==> src/rtl/seq_mult_pkg.sv <==
// +----------------------------------------------------------------------+
// | seq_mult_pkg : shared state type and defaults for the shift-add mult  |
// | Rev 1.0                                                              |
// +----------------------------------------------------------------------+
`default_nettype none

package seq_mult_pkg;

  localparam int SEQ_MULT_DEFAULT_WIDTH = 16;

  typedef enum logic [1:0] {
    IDLE = 2'd0,
    RUN  = 2'd1,
    DONE = 2'd2
  } seq_mult_state_e;

endpackage

`default_nettype wire

==> src/rtl/seq_mult_ctrl.sv <==
// +----------------------------------------------------------------------+
// | seq_mult_ctrl : IDLE/RUN/DONE sequencer issuing load/step/finish      |
// | Rev 1.0                                                              |
// +----------------------------------------------------------------------+
`default_nettype none

module seq_mult_ctrl
  import seq_mult_pkg::*;
(
  input  logic clk,
  input  logic rst_n,
  input  logic start,
  input  logic last,
  output logic load,
  output logic step,
  output logic finish,
  output logic busy,
  output logic done
);

  seq_mult_state_e r_state;
  seq_mult_state_e w_state_nxt;

  always_ff @(posedge clk or negedge rst_n) begin
    if (!rst_n) r_state <= IDLE;
    else        r_state <= w_state_nxt;
  end

  always_comb begin
    w_state_nxt = r_state;
    load        = 1'b0;
    step        = 1'b0;
    finish      = 1'b0;
    busy        = 1'b1;
    done        = 1'b0;
    case (r_state)
      IDLE: begin
        busy = 1'b0;
        if (start) begin
          load        = 1'b1;
          w_state_nxt = RUN;
        end
      end
      RUN: begin
        step = 1'b1;
        if (last) begin
          finish      = 1'b1;
          w_state_nxt = DONE;
        end
      end
      DONE: begin
        // start is deliberately ignored here; restart happens from IDLE
        done        = 1'b1;
        w_state_nxt = IDLE;
      end
      default: w_state_nxt = IDLE;
    endcase
  end

endmodule

`default_nettype wire

==> src/rtl/seq_mult.sv <==
// +----------------------------------------------------------------------+
// | seq_mult : radix-2 sequential multiplier, optional signed operands.   |
// | Option macro SEQ_MULT_EARLY_DONE_EN stops once the multiplier is 0.   |
// | Rev 1.0                                                              |
// +----------------------------------------------------------------------+
`default_nettype none

module seq_mult
  import seq_mult_pkg::*;
#(
  parameter int WIDTH  = SEQ_MULT_DEFAULT_WIDTH,
  parameter bit SIGNED = 1'b0
) (
  input  logic                 clk,
  input  logic                 rst_n,
  input  logic                 start,
  input  logic [WIDTH-1:0]     a,
  input  logic [WIDTH-1:0]     b,
  output logic                 busy,
  output logic                 done,
  output logic [2*WIDTH-1:0]   product
);

  localparam int               c_CNT_W     = $clog2(WIDTH + 1);
  localparam logic [c_CNT_W-1:0] c_LAST_STEP = c_CNT_W'(WIDTH - 1);

  logic [2*WIDTH-1:0] r_mcand;
  logic [2*WIDTH-1:0] r_acc;
  logic [2*WIDTH-1:0] r_product;
  logic [WIDTH-1:0]   r_mplier;
  logic [c_CNT_W-1:0] r_count;
  logic               r_neg;

  logic [2*WIDTH-1:0] w_acc_nxt;
  logic [WIDTH-1:0]   w_mplier_nxt;
  logic [WIDTH-1:0]   w_mag_a;
  logic [WIDTH-1:0]   w_mag_b;
  logic               w_neg;
  logic               w_last;
  logic               w_load;
  logic               w_step;
  logic               w_finish;

  // Negating the most-negative value wraps back to 2^(WIDTH-1), which is
  // exactly the unsigned magnitude we need.
  generate
    if (SIGNED) begin : g_signed
      assign w_mag_a = a[WIDTH-1] ? (~a + 1'b1) : a;
      assign w_mag_b = b[WIDTH-1] ? (~b + 1'b1) : b;
      assign w_neg   = a[WIDTH-1] ^ b[WIDTH-1];
    end else begin : g_unsigned
      assign w_mag_a = a;
      assign w_mag_b = b;
      assign w_neg   = 1'b0;
    end
  endgenerate

  assign w_acc_nxt    = r_acc + (r_mplier[0] ? r_mcand : '0);
  assign w_mplier_nxt = r_mplier >> 1;

`ifdef SEQ_MULT_EARLY_DONE_EN
  assign w_last = (w_mplier_nxt == '0) || (r_count == c_LAST_STEP);
`else
  assign w_last = (r_count == c_LAST_STEP);
`endif

  seq_mult_ctrl u_ctrl (
    .clk    (clk),
    .rst_n  (rst_n),
    .start  (start),
    .last   (w_last),
    .load   (w_load),
    .step   (w_step),
    .finish (w_finish),
    .busy   (busy),
    .done   (done)
  );

  always_ff @(posedge clk or negedge rst_n) begin
    if (!rst_n) begin
      r_mcand   <= '0;
      r_acc     <= '0;
      r_mplier  <= '0;
      r_count   <= '0;
      r_neg     <= 1'b0;
      r_product <= '0;
    end else begin
      if (w_load) begin
        r_mcand  <= {{WIDTH{1'b0}}, w_mag_a};
        r_mplier <= w_mag_b;
        r_acc    <= '0;
        r_count  <= '0;
        r_neg    <= w_neg;
      end
      if (w_step) begin
        r_acc    <= w_acc_nxt;
        r_mcand  <= r_mcand << 1;
        r_mplier <= w_mplier_nxt;
        r_count  <= r_count + 1'b1;
      end
      // The final step's sum is folded in here so product is valid with done.
      if (w_finish) begin
        r_product <= r_neg ? (~w_acc_nxt + 1'b1) : w_acc_nxt;
      end
    end
  end

  assign product = r_product;

endmodule

`default_nettype wire

==> config.mk <==
export PLATFORM = sky130hd
export DESIGN_NAME = seq_mult
export DESIGN_NICKNAME = d
export VERILOG_FILES = /design/src/rtl/seq_mult_pkg.sv /design/src/rtl/seq_mult_ctrl.sv /design/src/rtl/seq_mult.sv
export SDC_FILE = /design/constraint.sdc
export NUM_CORES = 1
export LEC_CHECK = 0
export CAP_MARGIN = 30
export CORE_MARGIN = 4
export CORE_UTILIZATION = 30
export DETAILED_ROUTE_END_ITERATION = 7
export GPL_TIMING_DRIVEN = 0
export PLACE_DENSITY = 0.52
export SKIP_LAST_GASP = 1
export SYNTH_ARGS = -nofsm -noshare
export SYNTH_HDL_FRONTEND = slang
export SYNTH_HIERARCHICAL = 1
export SYNTH_SLANG_ARGS = --single-unit
==> constraint.sdc <==
create_clock -name clk -period 3.13 [get_ports clk]
set_clock_uncertainty 0.1 [all_clocks]
set_input_delay 0.626 -clock clk [delete_from_list [all_inputs] [get_ports clk]]
set_output_delay 0.626 -clock clk [all_outputs]
set_load 0.05 [all_outputs]
Yosys cells after proc, flatten, opt, wreduce, memory -nomap -nowiden
Index checks and enable logic that the tools add are counted.
{ "totals": {"register_bits": 119, "input_bits": 35, "out_inout_bits": 34, "word_cells": 35} }
{ "classes": {"n_addsub": 2, "n_eq_ne": 5, "mux": 19, "reduce_logical": 3} }
{ "op_table": {"columns": ["operator", "count"], "rows": [
  ["2-to-1 mux 32 bit", 5],
  ["adder 32 bit", 1],
  ["2-to-1 mux 16 bit", 2],
  ["2-to-1 mux 5 bit", 2],
  ["2-to-1 mux 1 bit", 7],
  ["adder 5 x 1 -> 5 bit (second input constant)", 1],
  ["== test 5 x 4 -> 1 bit (second input constant)", 1],
  ["2-to-1 mux 2 bit", 2],
  ["case mux 2 bit (2 select lines)", 1],
  ["== test 2 x 1 -> 1 bit (second input constant)", 1],
  ["== test 2 bit (second input constant)", 1],
  ["zero test 2 bit", 1],
  ["inequality test 2 x 1 -> 1 bit (second input constant)", 1],
  ["inequality test 2 bit (second input constant)", 1],
  ["AND reduction 2 bit", 1],
  ["nonzero test 2 bit", 1]
]} }

Longest topological paths before layout
Gate-level depths: netlist of the first run.
{ "logic_depth": {"ltp_word": 4, "mapped_depth": 12} }

Modules after synthesis
The synthesis of the first run kept the hierarchy.
{ "modules_own_cells": {"columns": ["mod", "instances", "cells_per_inst", "area_each_um2", "seq_area_each_um2"], "rows": [
  ["seq_mult", 1, 678, 6671.4, 2927.8],
  ["seq_mult_ctrl", 1, 12, 118.9, 50.0]
]} }

Worst setup path after synthesis of the first run
Ideal clock, no wire load.
{ "synth_path": {"kind": "register -> register", "startpoint": "register r_mplier[0]", "endpoint": "register r_product[31] (netlist: product[31])", "arrival_ns": 2.530, "setup_slack_ns": 0.376, "path_stages_with_launch": 12, "n_path_buf": 1, "synth_period_minus_slack_ns": 2.754, "path_cell_list": "dfrtp_1 clkbuf_1 and2_1 ha_1 a21o_1 a21o_1 a21oi_4 nor2_2 a2111o_1 a31oi_2 xor2_1 mux2_2"} }
{ "synth_via": {"elab_chain_cells": 2} }
{ "synth_rtl": {"columns": ["element", "line_no", "source"], "rows": [
  ["start: declaration", "seq_mult.sv:30", "logic [WIDTH-1:0] r_mplier;"],
  ["start signal: assignment", "seq_mult.sv:90", "r_mplier <= w_mag_b;"],
  ["start signal: assignment", "seq_mult.sv:98", "r_mplier <= w_mplier_nxt;"],
  ["2-to-1 mux 32 bit", "seq_mult.sv:58", "assign w_acc_nxt = r_acc + (r_mplier[0] ? r_mcand : '0);"],
  ["adder 32 bit", "seq_mult.sv:58", null],
  ["end signal: assignment", "seq_mult.sv:103", "r_product <= r_neg ? (~w_acc_nxt + 1'b1) : w_acc_nxt;"],
  ["end: declaration", "seq_mult.sv:29", "logic [2*WIDTH-1:0] r_product;"]
]} }
No other way between the ends.
A chain may end at the register's enable or synchronous reset.

Worst setup path in the final report of the first run
Same ends and word-level chain as after synthesis.

==> impl_results.md, run 1 <==
* Req. time, crit path at 3.33 ns
* Synth area leaders: dfrtp_1 (44%), ha_1 (6.1%), mux2i_1 (5.0%)
* Critical path peak fanout at 10
* NetSw at 3330 uW
* Warnings, synthesis at 6
* Post-DRT Antenna Nets at 0
* Mean Syn Cell Area at around 9.8 sq um
* Placer Congestion at slightly below 0.9
* Final core occ at 39.3%
* Mapped Cells at 690
* Part of the cycle the worst path needs at 97.4%
* Clock Tree Root: clkbuf_16
* Switching Share at between 40% and 50%
* CP Cell Sequence: buf_2 -> and2_1 -> ha_2 -> a21o_1 -> a21o_1 -> a21oi_4 -> nor2_2 -> a2111o_1 -> a31oi_4 -> xor2_1 -> mux2_2
* Pwr Density at slightly above 900 nW/um^2
* Post-synth top area share at 43.9%
* Area growth syn-to-layout at 27.6%
* DR WL/cell at 16.8 um
* Synth cell types at 61
* Tot Pwr at 8070 uW
* DIE AREA at between 20000 and 30000 sq um
* Worst slew pin tran at around 0.75 ns
* Fin cells at 1073
* Antenna cell count at 0
* Number of synthesized flops with an enable pin at 0
* CP most frequent cell: a21o_1
* WP buf/inv at 1
* Yosys reg bits at 119
* First-pass DRT Iterations at 4
* Hold Vio Cnt, Final at 0
* DR vias at around 5400
* IO Port Bufs at 68
* HPWL Detailed at ~13000 um
* Max incr delay on CP at 0.45 ns
* Most numerous cell in the Yosys netlist: dfrtp_1
* Largest net degree at the start of global routing at 73
* Logic pwr share at between 40% and 50%
* Die Span X at 158 um
* Ys flop type: dfrtp_1
* Worst Setup SP: r_mplier[0]
* RSZ-0062 raised after global routing: true
* Initial antenna violation count at 1
* Reg clk slew, reported paths at about 0.06 ns
* Final worst setup slack at a little over 0.08 ns
* Number of nets in the final layout at about 850
* TritonCTS clock tree: yes
* CP arrival at ~3.3 ns
* Post-Route WL at 18000 um
* CP endpoint kind: flip-flop
* Share of cells above drive strength 1 at 15.0%
* Max Slew Vio Count at 0
* Headroom to the max-slew limit at 49.8%
* R2r setup slk at 0.08 ns
* Height of the die at 158 um
* Reg-to-reg startpoint: r_mplier[0]
* Async S/R FF share, synth at 100%
* Tightest Hold Check Type: in2async
* Leak at 0.00379 uW
* Placed Instances at 1039
* Clk_lat worst skew at 0.43 ns
* Total Routing Usage GR at between 10% and 20%
* First-pass GRT wire length at 29400 um
* Core Rows at 54
* Final Critical Period at 3.05 ns
* Register area share after synthesis at 43.9%
* DRC viols at 0
* Vias per inst at 5.01
* Fillers at 2248
* CTS max path bufs at 2
* Peak Freq at 0.328 GHz
* Reg-to-Reg End: product[31]
* Overflow after GRT at 0
* Pre-CTS setup slack at -0.311 ns
* Vias in the first global route at 5435
* Outcome: finished clean
* Core Area at 22000 sq um
* Dominant cell type by area after synthesis: dfrtp_1
* Register share of total power at ~30%
* Reg2Reg Depth at 11
* CTS HTree Levels at 4
* Max Cap Viol at 0
* CTS Hold Bufs at 0
* CTS buffer count at 17
* Iter 0 DRT Violations at 239
* Top cells by count, synth: dfrtp_1 (119), nand2_1 (90), o21ai_0 (64), and2_1 (37), clkbuf_1 (36)
* Final Setup Violations at 0
* Post-synthesis cell area at 6790 sq um
* Clk sink count at 119
* Worst path slowest cell: dfrtp_2
* Clock power frac at ~25%
* Top delay family on crit path: compound AO/OA/AOI/OAI gates
* Levels on crit path at 11
* Crit Path Category: reg2reg
* I/O pins at 69
* Initial core utilization at 30.8%
* Worst vdd ir at 0.373 mV
* Syn nets at 759
* Internal Pwr Total at 4750 uW
* Crit start category: flip-flop
repair_timing:
action / 4_1_cts / 5_1_grt
resized for setup: 11 / 40
gates cloned: 0 / 0
pin swaps: 2 / 9
endpoints found under the setup margin: 22 / 32
setup buffers: 1 / 3
metal layers:
metal	track usage, %	part of all wire (%)
met5	0	0.072
met4	3.94	1.0
met3	3.81	3.6
met2	22.9	46
met1	21.3	50
flip-flops by register name, indices dropped and copies added, names as in the netlist:
signal,flops
product,32
r_mcand,32
r_acc,32
r_count,5
r_mplier,16
u_ctrl/r_state,2
per-stage QoR:
| stage | TNS, ns | hold WS [ns] | cell area (sq um) |
|---|---|---|---|
| after floorplan | 0 | 0.230 | 6790 |
| after global placement | -433.88 | 0.367 | 7820 |
| after detailed placement | -2.34 | 0.372 | 7850 |
| after CTS | -0.0149 | 0.0482 | 8520 |
| after global routing | -0.145 | 0.0681 | 8660 |
| final | 0 | 0.0349 | 8660 |
placed cells by master, fill, tap and decap left out, types with 3 or more instances in the layout:
master / instances
nand4_1: 9
a21oi_4: 3
clkbuf_1: 31
a22o_1: 28
mux2i_1: 34
ha_1: 30
dfrtp_1: 118
o21ai_0: 62
or3_1: 3
a21oi_2: 7
o211ai_1: 5
nand3_1: 9
and3_1: 6
a31o_2: 3
o21ai_1: 6
buf_4: 6
nand2b_1: 4
inv_6: 3
nand2_1: 88
nor2_2: 3
xor2_1: 14
nor3_1: 8
a31oi_1: 3
buf_2: 4
inv_1: 6
buf_6: 3
clkdlybuf4s50_1: 67
and2_1: 35
a21o_1: 19
mux2_2: 26
xnor2_1: 12
ha_2: 3
clkinvlp_4: 4
bufinv_16: 3
clkbuf_16: 17
nor2_1: 26
a21oi_1: 21
o21a_1: 3
worst max path at each step:
| stage | endpoint | slack, ns |
|---|---|---|
| 3_5_place_dp | product[29] | -0.31 |
| 3_3_place_gp | r_acc[23] | -3.64 |
| 5_1_grt | product[31] | -0.04 |
| 2_1_floorplan | product[31] | 0.38 |
| 6_report | product[31] | 0.08 |
| 4_1_cts | product[19] | -0.008 |
cell families (layout without fill, tap and decap cells):
logic type / Yosys count / in the layout / synth area share (%)
compound gates: 191 / 191 / 18.9
xor+xnor: 27 / 27 / 3.48
fa+ha+maj: 34 / 34 / 6.38
buf+inv: 49 / 152 / 2.80
flops: 119 / 119 / 43.9
mux: 60 / 60 / 9.32
simple gates: 210 / 210 / 15.2
power groups by stage:
stage,Combinational (uW),Sequential [uW],Clock [uW]
detailed placement,3500,2520,0
floorplan,1820,3080,0
global route,3890,2570,2160
global placement,3450,2510,0
finish,3540,2500,2030
CTS,3510,2500,2090
area by class of cell:
type	count	area [sq um]	share of cell area [%]
multi-input combinational	522	3780	43.6
clock buffer	18	439	5.07
tap	280	350	4.04
inverter	7	26.3	0.303
timing repair buffer	73	739	8.54
buffer	40	178	2.05
sequential	119	2980	34.4
clock inverter	14	174	2.01
No activity file was read; power rests on OpenSTA's default activity.
==> run 2, diff against run 1 <==
- CORE_MARGIN: 4 -> default
- CTS_BUF_LIST: default -> sky130_fd_sc_hd__clkbuf_16
==> run 2 against run 1 <==
  * Combinational power is essentially flat
  * Largest power group unchanged
  * Fmax shrank 0.30%
  * Count of clock-buffer cells in the layout shrank 1
  * Hold slack gained 0.35 ns
  * Critical endpoint unchanged
  * Sequential cell count is the same
  * Total power grew 3.1%
  * Largest cell class unchanged
  * The run now ends with design-rule violations left
==> impl_results.md, run 2 (same netlist as run 1, synthesis figures left out) <==
* Worst slew pin tran at 0.733 ns (was 0.753 ns)
* Max incr delay on CP at 0.45 ns (about the same)
* Area growth syn-to-layout at 28.5% (was 27.6%)
* Clk_lat worst skew at 0.42 ns (was 0.43 ns)
* Post-DRT Antenna Nets at 0 (unchanged)
* Max Cap Viol at 0 (unchanged)
* First-pass DRT Iterations at 8 (was 4)
* Top delay family on crit path: compound AO/OA/AOI/OAI gates (unchanged)
* Largest net degree at the start of global routing at 87 (was 73)
* Failing checks: design-rule violations
* Number of nets in the final layout at 850 (was 849)
* Share of cells above drive strength 1 at 14.9% (was 15.0%)
* Headroom to the max-slew limit at 51.1% (was 49.8%)
* Initial antenna violation count at 1 (unchanged)
* TritonCTS clock tree: yes (unchanged)
* Outcome: finished, violations left (was finished clean)
* Placer Congestion at 0.864 (was 0.882)
* Critical path peak fanout at 10 (unchanged)
* HPWL Detailed at 13000 um (was 13200 um)
* CTS max path bufs at 2 (unchanged)
* CP arrival at 3.27 ns (was 3.25 ns)
* Max Slew Vio Count at 0 (unchanged)
* First-pass GRT wire length at 29300 um (was 29400 um)
* Final Critical Period at 3.06 ns (was 3.05 ns)
* Tot Pwr at 8330 uW (was 8070 uW)
* R2r setup slk at 0.07 ns (was 0.08 ns)
* Crit Path Category: reg2reg (unchanged)
* RSZ-0062 raised after global routing: true (unchanged)
* Overflow after GRT at 0 (unchanged)
* Part of the cycle the worst path needs at 97.7% (was 97.4%)
* CP Cell Sequence: buf_4 -> and2_1 -> ha_1 -> and2_4 -> a221oi_4 -> a21oi_4 -> o211ai_1 -> buf_4 -> nand2_2 -> a31oi_2 -> xor2_1 -> mux2_2 (was buf_2 -> and2_1 -> ha_2 -> a21o_1 -> a21o_1 -> a21oi_4 -> nor2_2 -> a2111o_1 -> a31oi_4 -> xor2_1 -> mux2_2)
* Core Area at 22000 sq um (unchanged)
* Total Routing Usage GR at 16.3% (was 15.0%)
* DRC viols at 2 (was 0)
* Most frequent cells in the layout: dfrtp_1 (118), nand2_1 (87), clkdlybuf4s50_1 (67) (was dfrtp_1 (118), nand2_1 (88), clkdlybuf4s50_1 (67))
* Vias per inst at 4.97 (was 5.01)
* I/O pins at 69 (unchanged)
* CTS HTree Levels at 4 (unchanged)
* Tightest Hold Check Type: reg2reg (was in2async)
* Worst vdd ir at 0.402 mV (was 0.373 mV)
* CP most frequent cell: buf_4 (was a21o_1)
* Post-Route WL at 17900 um (was 18000 um)
* IO Port Bufs at 68 (unchanged)
* Iter 0 DRT Violations at 268 (was 239)
* Hold Vio Cnt, Final at 0 (unchanged)
* Leading cell type in the layout, fill and taps excluded: dfrtp_1 (unchanged)
* Leak at 0.00383 uW (was 0.00379 uW)
* Worst-case hold slack at 0.383 ns (was 0.0349 ns)
* Final Setup Violations at 0 (unchanged)
* Peak Freq at 0.327 GHz (was 0.328 GHz)
* DR WL/cell at 16.7 um (was 16.8 um)
* Height of the die at 152 um (was 158 um)
* Initial core utilization at 30.8% (unchanged)
* DIE AREA at 23200 sq um (was 25100 sq um)
* Crit start category: flip-flop (unchanged)
* Req. time, crit path at 3.34 ns (was 3.33 ns)
* WP buf/inv at 2 (was 1)
* Vias in the first global route at 5422 (was 5435)
* Core Rows at 54 (unchanged)
* Clk sink count at 119 (unchanged)
* CP endpoint kind: flip-flop (unchanged)
* DR vias at 5341 (was 5378)
* Worst path slowest cell: dfrtp_2 (unchanged)
* Clock Tree Root: clkbuf_16 (unchanged)
* Antenna cell count at 0 (unchanged)
* Die Span X at 152 um (was 158 um)
* Final core occ at 39.6% (was 39.3%)
* CTS buffer count at 17 (unchanged)
* Setup TNS at 0 ns (unchanged)
* Reg clk slew, reported paths at 0.06 ns (about the same)
* Pwr Density at 954 nW/um^2 (was 932 nW/um^2)
run 2: changes by cell type in the layout (fill, tap and decap cells not counted), sizes merged:
cell / before / now
bufinv: 3 / 7
clkinv: 5 / 7
clkinvlp: 4 / 2
inv: 9 / 6
dlygate4sd3: 0 / 1
buf: 15 / 14
run 2: tightest hold or removal path, stage by stage (launching register included):
cell     delay, ns
dfrtp_1       0.34
nand2_1       0.05
o21ai_0       0.06
run 2: layout make-up:
type                       count  area, sq um
clock buffer                  17          425
timing repair buffer          74          749
clock inverter                15          256
fill                        2184        13300
inverter                       7         26.3
sequential                   119         2980
buffer                        40          173
tap                          280          350
multi-input combinational    522         3760
run 2: metrics by stage:
stage | cells | setup WS (ns) | instance area (sq um)
floorplan | 690 | 0.376 | 6790
global placement | 1038 | -3.70 | 7820
detailed placement | 1039 | -0.290 | 7850
CTS | 1073 | -0.00820 | 8580
global route | 1074 | -0.0310 | 8720
finish | 1074 | 0.0723 | 8720
run 2: path summary, 6_finish.rpt:
kind	startpoint	to	cells past startpoint
worst max-delay path	r_mplier[0]	product[31]	12
worst max register to register	r_mplier[0]	product[31]	12
max in group asynchronous	rst_n	r_mcand[11]	3
worst min register to register	r_count[4]	r_count[4]	2
min in group asynchronous	rst_n	product[11]	2
worst min-delay path	r_count[4]	r_count[4]	2
run 2: per-layer routing:
metal	vias to the layer above	GRT usage, %	wire (um)	part of all wire, %
met5	-	0	13	0.073
met1	2564	22.2	8820	49
met4	2	5.39	237	1.3
met3	19	4.24	801	4.5
li1	2664	-	-	-
met2	92	25.0	8040	45
run 2: report_power, final:
group	leakage, uW	internal, uW	switching, uW
combinational	0.00197	1340	2190
clock	0.000328	1560	744
sequential	0.00153	2120	368
total	0.00383	5020	3300
run 2: what timing repair did:
action                     4_1_cts  5_1_grt
hold endpoints to repair        12        0
setup endpoints to repair       22       29
pin swaps                        1        7
hold buffers                     1        0
buffers inserted                 1        3
resized for setup                9       41
